File: config.mk
export PLATFORM = sky130hd
export DESIGN_NAME = rfifo_stream_out
export DESIGN_NICKNAME = d
export VERILOG_FILES = /design/src/rtl/rfifo_stream_out.sv
export SDC_FILE = /design/constraint.sdc
export NUM_CORES = 1
export LEC_CHECK = 0
export CAP_MARGIN = 10
export CORE_MARGIN = 4
export CORE_UTILIZATION = 42
export CTS_CLUSTER_SIZE = 16
export DETAILED_ROUTE_END_ITERATION = 6
export PLACE_DENSITY = 0.72
export SYNTH_ARGS = -nofsm -noshare
export SYNTH_HDL_FRONTEND = slang
export SYNTH_SLANG_ARGS = --single-unit
File: constraint.sdc
create_clock -name rclk -period 2.2 [get_ports rclk]
set_input_delay 0.44 -clock rclk [delete_from_list [all_inputs] [get_ports rclk]]
set_output_delay 0.44 -clock rclk [all_outputs]
set_load 0.02 [all_outputs]
File: src/rtl/rfifo_stream_out.sv
`default_nettype none
// +--------------------------------------------------------------------+
// | Module : rfifo_stream_out                                          |
// | Adapts a registered-read async-FIFO read port to a valid/ready     |
// | stream via a 3-entry output buffer. Optional RFIFO_STREAM_STATS_EN |
// | adds pop_cnt / stall_cnt statistics outputs.                       |
// | Rev    : 1.0                                                       |
// +--------------------------------------------------------------------+
module rfifo_stream_out #(
  parameter int DSIZE    = 8,
  parameter int ADDRSIZE = 4
) (
  input  logic                rclk,
  input  logic                rrst_n,
  input  logic                rempty,
  input  logic                arempty,
  input  logic [DSIZE-1:0]    rdata,
  output logic                rinc,
  output logic                m_valid,
  input  logic                m_ready,
  output logic [DSIZE-1:0]    m_data,
  output logic                m_low
`ifdef RFIFO_STREAM_STATS_EN
  ,
  output logic [ADDRSIZE+11:0] pop_cnt,
  output logic [ADDRSIZE+11:0] stall_cnt
`endif
);

  if (ADDRSIZE < 1 || DSIZE < 1) begin : g_param_chk
    $error("rfifo_stream_out: DSIZE and ADDRSIZE must be positive");
  end

  logic [1:0]       r_occ;
  logic [1:0]       r_head;
  logic [1:0]       r_tail;
  logic             r_inflight;
  logic             r_run;
  logic [DSIZE-1:0] r_buf [3];
  logic             w_wr;
  logic             w_pop;
  logic [2:0]       w_fill;

  function automatic logic [1:0] inc3(input logic [1:0] p);
    return (p == 2'd2) ? 2'd0 : p + 2'd1;
  endfunction

  // Reserve a slot for every word already requested so the buffer can never overflow.
  assign w_fill  = {1'b0, r_occ} + {2'b00, r_inflight};
  assign rinc    = r_run & ~rempty & (w_fill < 3'd3);
  assign w_wr    = r_inflight;
  assign w_pop   = m_valid & m_ready;
  assign m_valid = (r_occ != 2'd0);
  assign m_data  = r_buf[r_head];

  // r_run holds rinc low until the first edge after reset release.
  always_ff @(posedge rclk or negedge rrst_n) begin
    if (!rrst_n) begin
      r_run      <= 1'b0;
      r_inflight <= 1'b0;
      r_occ      <= 2'd0;
      r_head     <= 2'd0;
      r_tail     <= 2'd0;
      m_low      <= 1'b1;
      r_buf      <= '{default: '0};
    end else begin
      r_run      <= 1'b1;
      r_inflight <= rinc;
      m_low      <= arempty | rempty;
      if (w_wr) begin
        r_buf[r_tail] <= rdata;
        r_tail        <= inc3(r_tail);
      end
      if (w_pop) begin
        r_head <= inc3(r_head);
      end
      case ({w_wr, w_pop})
        2'b10:   r_occ <= r_occ + 2'd1;
        2'b01:   r_occ <= r_occ - 2'd1;
        default: r_occ <= r_occ;
      endcase
    end
  end

`ifdef RFIFO_STREAM_STATS_EN
  localparam int c_CNT_W = ADDRSIZE + 12;

  always_ff @(posedge rclk or negedge rrst_n) begin
    if (!rrst_n) begin
      pop_cnt   <= '0;
      stall_cnt <= '0;
    end else begin
      if (w_pop) begin
        pop_cnt <= pop_cnt + c_CNT_W'(1);
      end
      if (m_ready && !m_valid) begin
        stall_cnt <= stall_cnt + c_CNT_W'(1);
      end
    end
  end
`endif

endmodule
`default_nettype wire

After elaboration in Yosys (flattened, before gate mapping). Index checks and enable logic that the tools add are counted. Widths: inputs -> output; s select.

Output and inout port bits: 11. Bits of input ports: 13. Logic and storage cells: 41. Bits in registers: 33.

Muxes and demuxes: 9. Reductions and logical operators: 3. Add/subtract/negate cells: 5. Bitwise logic cells: 7. Eq/ne operators: 4. $lt $le $gt $ge: 4.

Operators with widths (number): $bwmux 24 (1); $mux 8 (3); $bmux 8 s2 (1); $demux 8 s2 (1); $add 2x1->2 const B (3); $eq 2x2->1 const B (3); $ge 3x3->1 const B (2); $not 2->3 (2); $mux 2 (2); $pmux 2 s2 (1); $reduce_bool 2->1 (2); $add 2x1->3 (1); $and 1x1->1 (3); $lt 3x1->1 const B (1); $lt 3x2->1 const B (1); $eq 2x1->1 const B (1); $sub 2x1->2 const B (1); $logic_and 1x1->1 (1); $not 1->1 (1); $or 1x1->1 (1).

Logic depth before layout (Yosys ltp).
Depth after elaboration: 6. Gate-level depth with buffers: 6. Depth with buffers taken out: 6.

Least setup slack after synthesis. No wires, ideal clock.

Path kind: reg2out. Start: register r_occ[0]. End: output rinc. Path buffers: 0. Path slack: 0.486 ns. Stages on the path, launching flop included: 6. Data arrival time: 1.274 ns. Required time: 1.760 ns. Cell sequence: dfrtp_1 -> ha_1 -> ha_1 -> nor2_1 -> nand2_1 -> a21oi_1.

Cells in the longest elaborated chain, start to end: 3.

Ends and longest elaborated chain: start: declaration (line 34) `logic [1:0] r_occ;`; start signal: assignment (line 78) `2'b10: r_occ <= r_occ + 2'd1;`; start signal: assignment (line 79) `2'b01: r_occ <= r_occ - 2'd1;`; start signal: assignment (line 80) `default: r_occ <= r_occ;`; $add 2x1->3 (line 49) `assign w_fill = {1'b0, r_occ} + {2'b00, r_inflight};`; $lt 3x2->1 (line 50) `assign rinc = r_run & ~rempty & (w_fill < 3'd3);`; $and 1x1->1 (line 50); end: declaration (line 18) `output logic rinc,`.

Every way passes these cells.

Worst setup path after layout.
Start: register r_occ[0]. End: output m_valid.

Cells in the longest elaborated chain, start to end: 1.

Ends and longest elaborated chain: $reduce_bool 2->1 (line 53) `assign m_valid = (r_occ != 2'd0);`; end: declaration (line 19) `output logic m_valid,`.

Every way passes these cells.

==> flow_metrics.tcl <==
set metrics [dict create \
    worstMarginPinSlew_ns 0.5427 \
    io_buffers 23 \
    avgSynthCellArea_um2 12.79 \
    syn_nets 129 \
    synth_cells 113 \
    clockBufferDepth 2 \
    root_buffer "clkbuf_4" \
    grt.busiest_layer "met2" \
    grt_util_met1_pct 16.34 \
    setup_viol 0 \
    cap_violations 0 \
    ios 24 \
    fin_util_pct 53.96 \
    hold_viol_final 0 \
    final_layout_size_suffix_gt1_share_pct 34.46 \
    coreArea_um2 3337 \
    place_area_um2 1783 \
    fin_cells 194 \
    rsz0062_at_grt "no" \
    p_per_area_nw_per_um2 1404 \
    ys_ff_latch 33 \
    numCtsBuffers 5 \
    required_ns 1.76 \
    wl_per_cell_um 13.70 \
    initial_core_util_pct 43.31 \
    peakVddDrop_v 0.0006484 \
    grt_pass1_wl_mm 4.450 \
    p_leak_nw 0.8140 \
    row_count 21 \
    drt_iter0_drc 21 \
    cts_num_sinks 33 \
    critPathCaptureType "primary output" \
    overflow 0 \
    via_count 963 \
    stdcell_area_um2 1800 \
    die_area_um2 4444 \
    postCtsSetupRepairBufs 0 \
    hpwl_mm 1.943 \
    mostFrequentLayoutCells "dfrtp_1 (32), mux2_2 (24), clkdlybuf4s50_1 (14)" \
    ys_warn_count 0 \
    clock_skew_ns 0.003519 \
    die_h_um 66.66 \
    clk_pin_slew_ns 0.09 \
    syn_area_um2 1445 \
    nets 164 \
    critPathMaxFanout 4 \
    met3_usage_pct 5.565 \
    areaGrowthSynthToFinish_pct 24.59 \
    final_common_cell "dfrtp_1" \
    ant_nets 0 \
    insertion_delay_ns 0.33 \
    grt_max_degree 34 \
    routabilityCongestion 0.7412 \
    status "finished, final reports clean" \
    critPathLaunchType "flip-flop" \
    die_x_um 66.66 \
    grt_pass1_vias 1037 \
    cts.htree.levels 2 \
    crit_type "flip-flop to primary output" \
    cts_tree "yes" \
    holdWs_ns 0.4982 \
    fmax_ghz 0.4710 \
    dr.pass1.iters 3 \
    grtUsageMet2_pct 22.65 \
    antenna_cells 0 \
    routed_wl_mm 2.657 \
    post-route-period-util_pct 96.52 \
    antenna_found_initial 0 \
    synth-seq-area-share_pct 57.23 \
    nFillCells 305 \
    crit_arrival_ns 1.68 \
    relSlewSlack_pct 63.44 \
    grt.total_usage_pct 14.00 \
    vias_per_cell 4.964 \
    yosysUniqueCellTypes 25 \
    dpl.cell_count 187 \
    maxSlewViolCount 0 \
    holdCritPathClass "primary input to asynchronous set/reset pin" \
    period_minus_slack_ns 2.123 \
    drcViolationCount 0 \
]
[metrics by stage]
step                       TNS, ns  power (mW)  setup WS (ns)
final                            0       2.527        0.07666
after global routing             0       2.713      0.0004835
after CTS                        0       2.592       0.002118
after detailed placement  -0.03843       2.350       -0.03843
after global placement    -0.03374       2.291       -0.03374
after floorplan                  0       1.812         0.4858
[state kept, by name, summed over array words and instances, names as in the netlist]
| name | flops |
|---|---|
| r_run | 1 |
| r_buf | 24 |
| r_head | 2 |
| r_occ | 2 |
| r_inflight | 1 |
| m_low | 1 |
| r_tail | 2 |
[logic make-up after synthesis]
kind of cell,count (synthesis),share of synthesized area (%)
AO/OA/AOI/OAI,14,5.194
XOR/XNOR,3,1.819
adder cells (fa/ha/maj),3,2.598
buffers and inverters,7,1.991
flip-flops,33,57.23
multiplexers,32,24.24
other,1,0.2595
AND/OR/NAND/NOR,20,6.667
[report_power, final]
group,internal (mW),leakage [nW],total (mW),switching [mW]
logic,0.577,0.392,1.14,0.564
registers,0.892,0.391,1.05,0.163
clock network,0.151,0.0314,0.331,0.181
total,1.62,0.814,2.53,0.907
[per-layer routing]
metal | routed length (um) | vias up
li1 | - | 461
met5 | 0 | -
met4 | 51 | 0
met2 | 1342 | 15
met3 | 93 | 6
met1 | 1170 | 481
[cell usage after synthesis]
library cell	number	area share (%)
a21o_1	2	1.0
a21oi_1	1	0.35
buf_1	1	0.26
buf_2	2	0.69
clkbuf_1	1	0.26
conb_1	1	0.26
dfrtp_1	32	55
dfstp_2	1	1.8
ha_1	3	2.6
inv_1	2	0.52
inv_2	1	0.26
mux2_2	24	19
mux2i_1	8	5.5
nand2_1	10	2.6
nand2b_1	1	0.43
nand3_1	1	0.35
nor2_1	2	0.52
nor2b_1	1	0.43
nor3_1	1	0.35
nor3_2	1	0.69
o21ai_0	11	3.8
or2_2	2	0.87
or3_1	1	0.43
xnor2_1	2	1.2
xor2_1	1	0.61
[worst max-delay path, cell delays in order (launching register included)]
cell and delay, ns:
dfrtp_1 0.39, buf_4 0.15, or2_2 0.28, clkdlybuf4s50_1 0.54
[final timing paths]
| check | start | end | slack, ns | cells past startpoint |
|---|---|---|---|---|
| max | r_occ[0] | m_valid | 0.08 | 3 |
| min | rrst_n | r_inflight | 0.50 | 2 |
| max reg2reg | r_occ[0] | r_occ[1] | 0.43 | 6 |
| min reg2reg | r_run | r_inflight | 0.50 | 2 |
| max in group asynchronous | rrst_n | m_low | 1.37 | 2 |
| min in group rclk | r_run | r_inflight | 0.50 | 2 |
[area by class of cell]
class                           instances  area, um2  share of cell area [%]
Timing Repair Buffer                   32      260.3                   14.45
Sequential cell                        33      827.0                   45.93
Multi-Input combinational cell         73      589.3                   32.73
Tap cell                               46      57.56                   3.197
Inverter                                3      11.26                  0.6254
Clock buffer                            7      55.05                   3.058
[timing repair]
item	CTS	global route
hold buffers	0	0
setup endpoints to repair	9	7
gates resized for setup	9	20
Note: power is estimated with default switching activity, not from simulation.
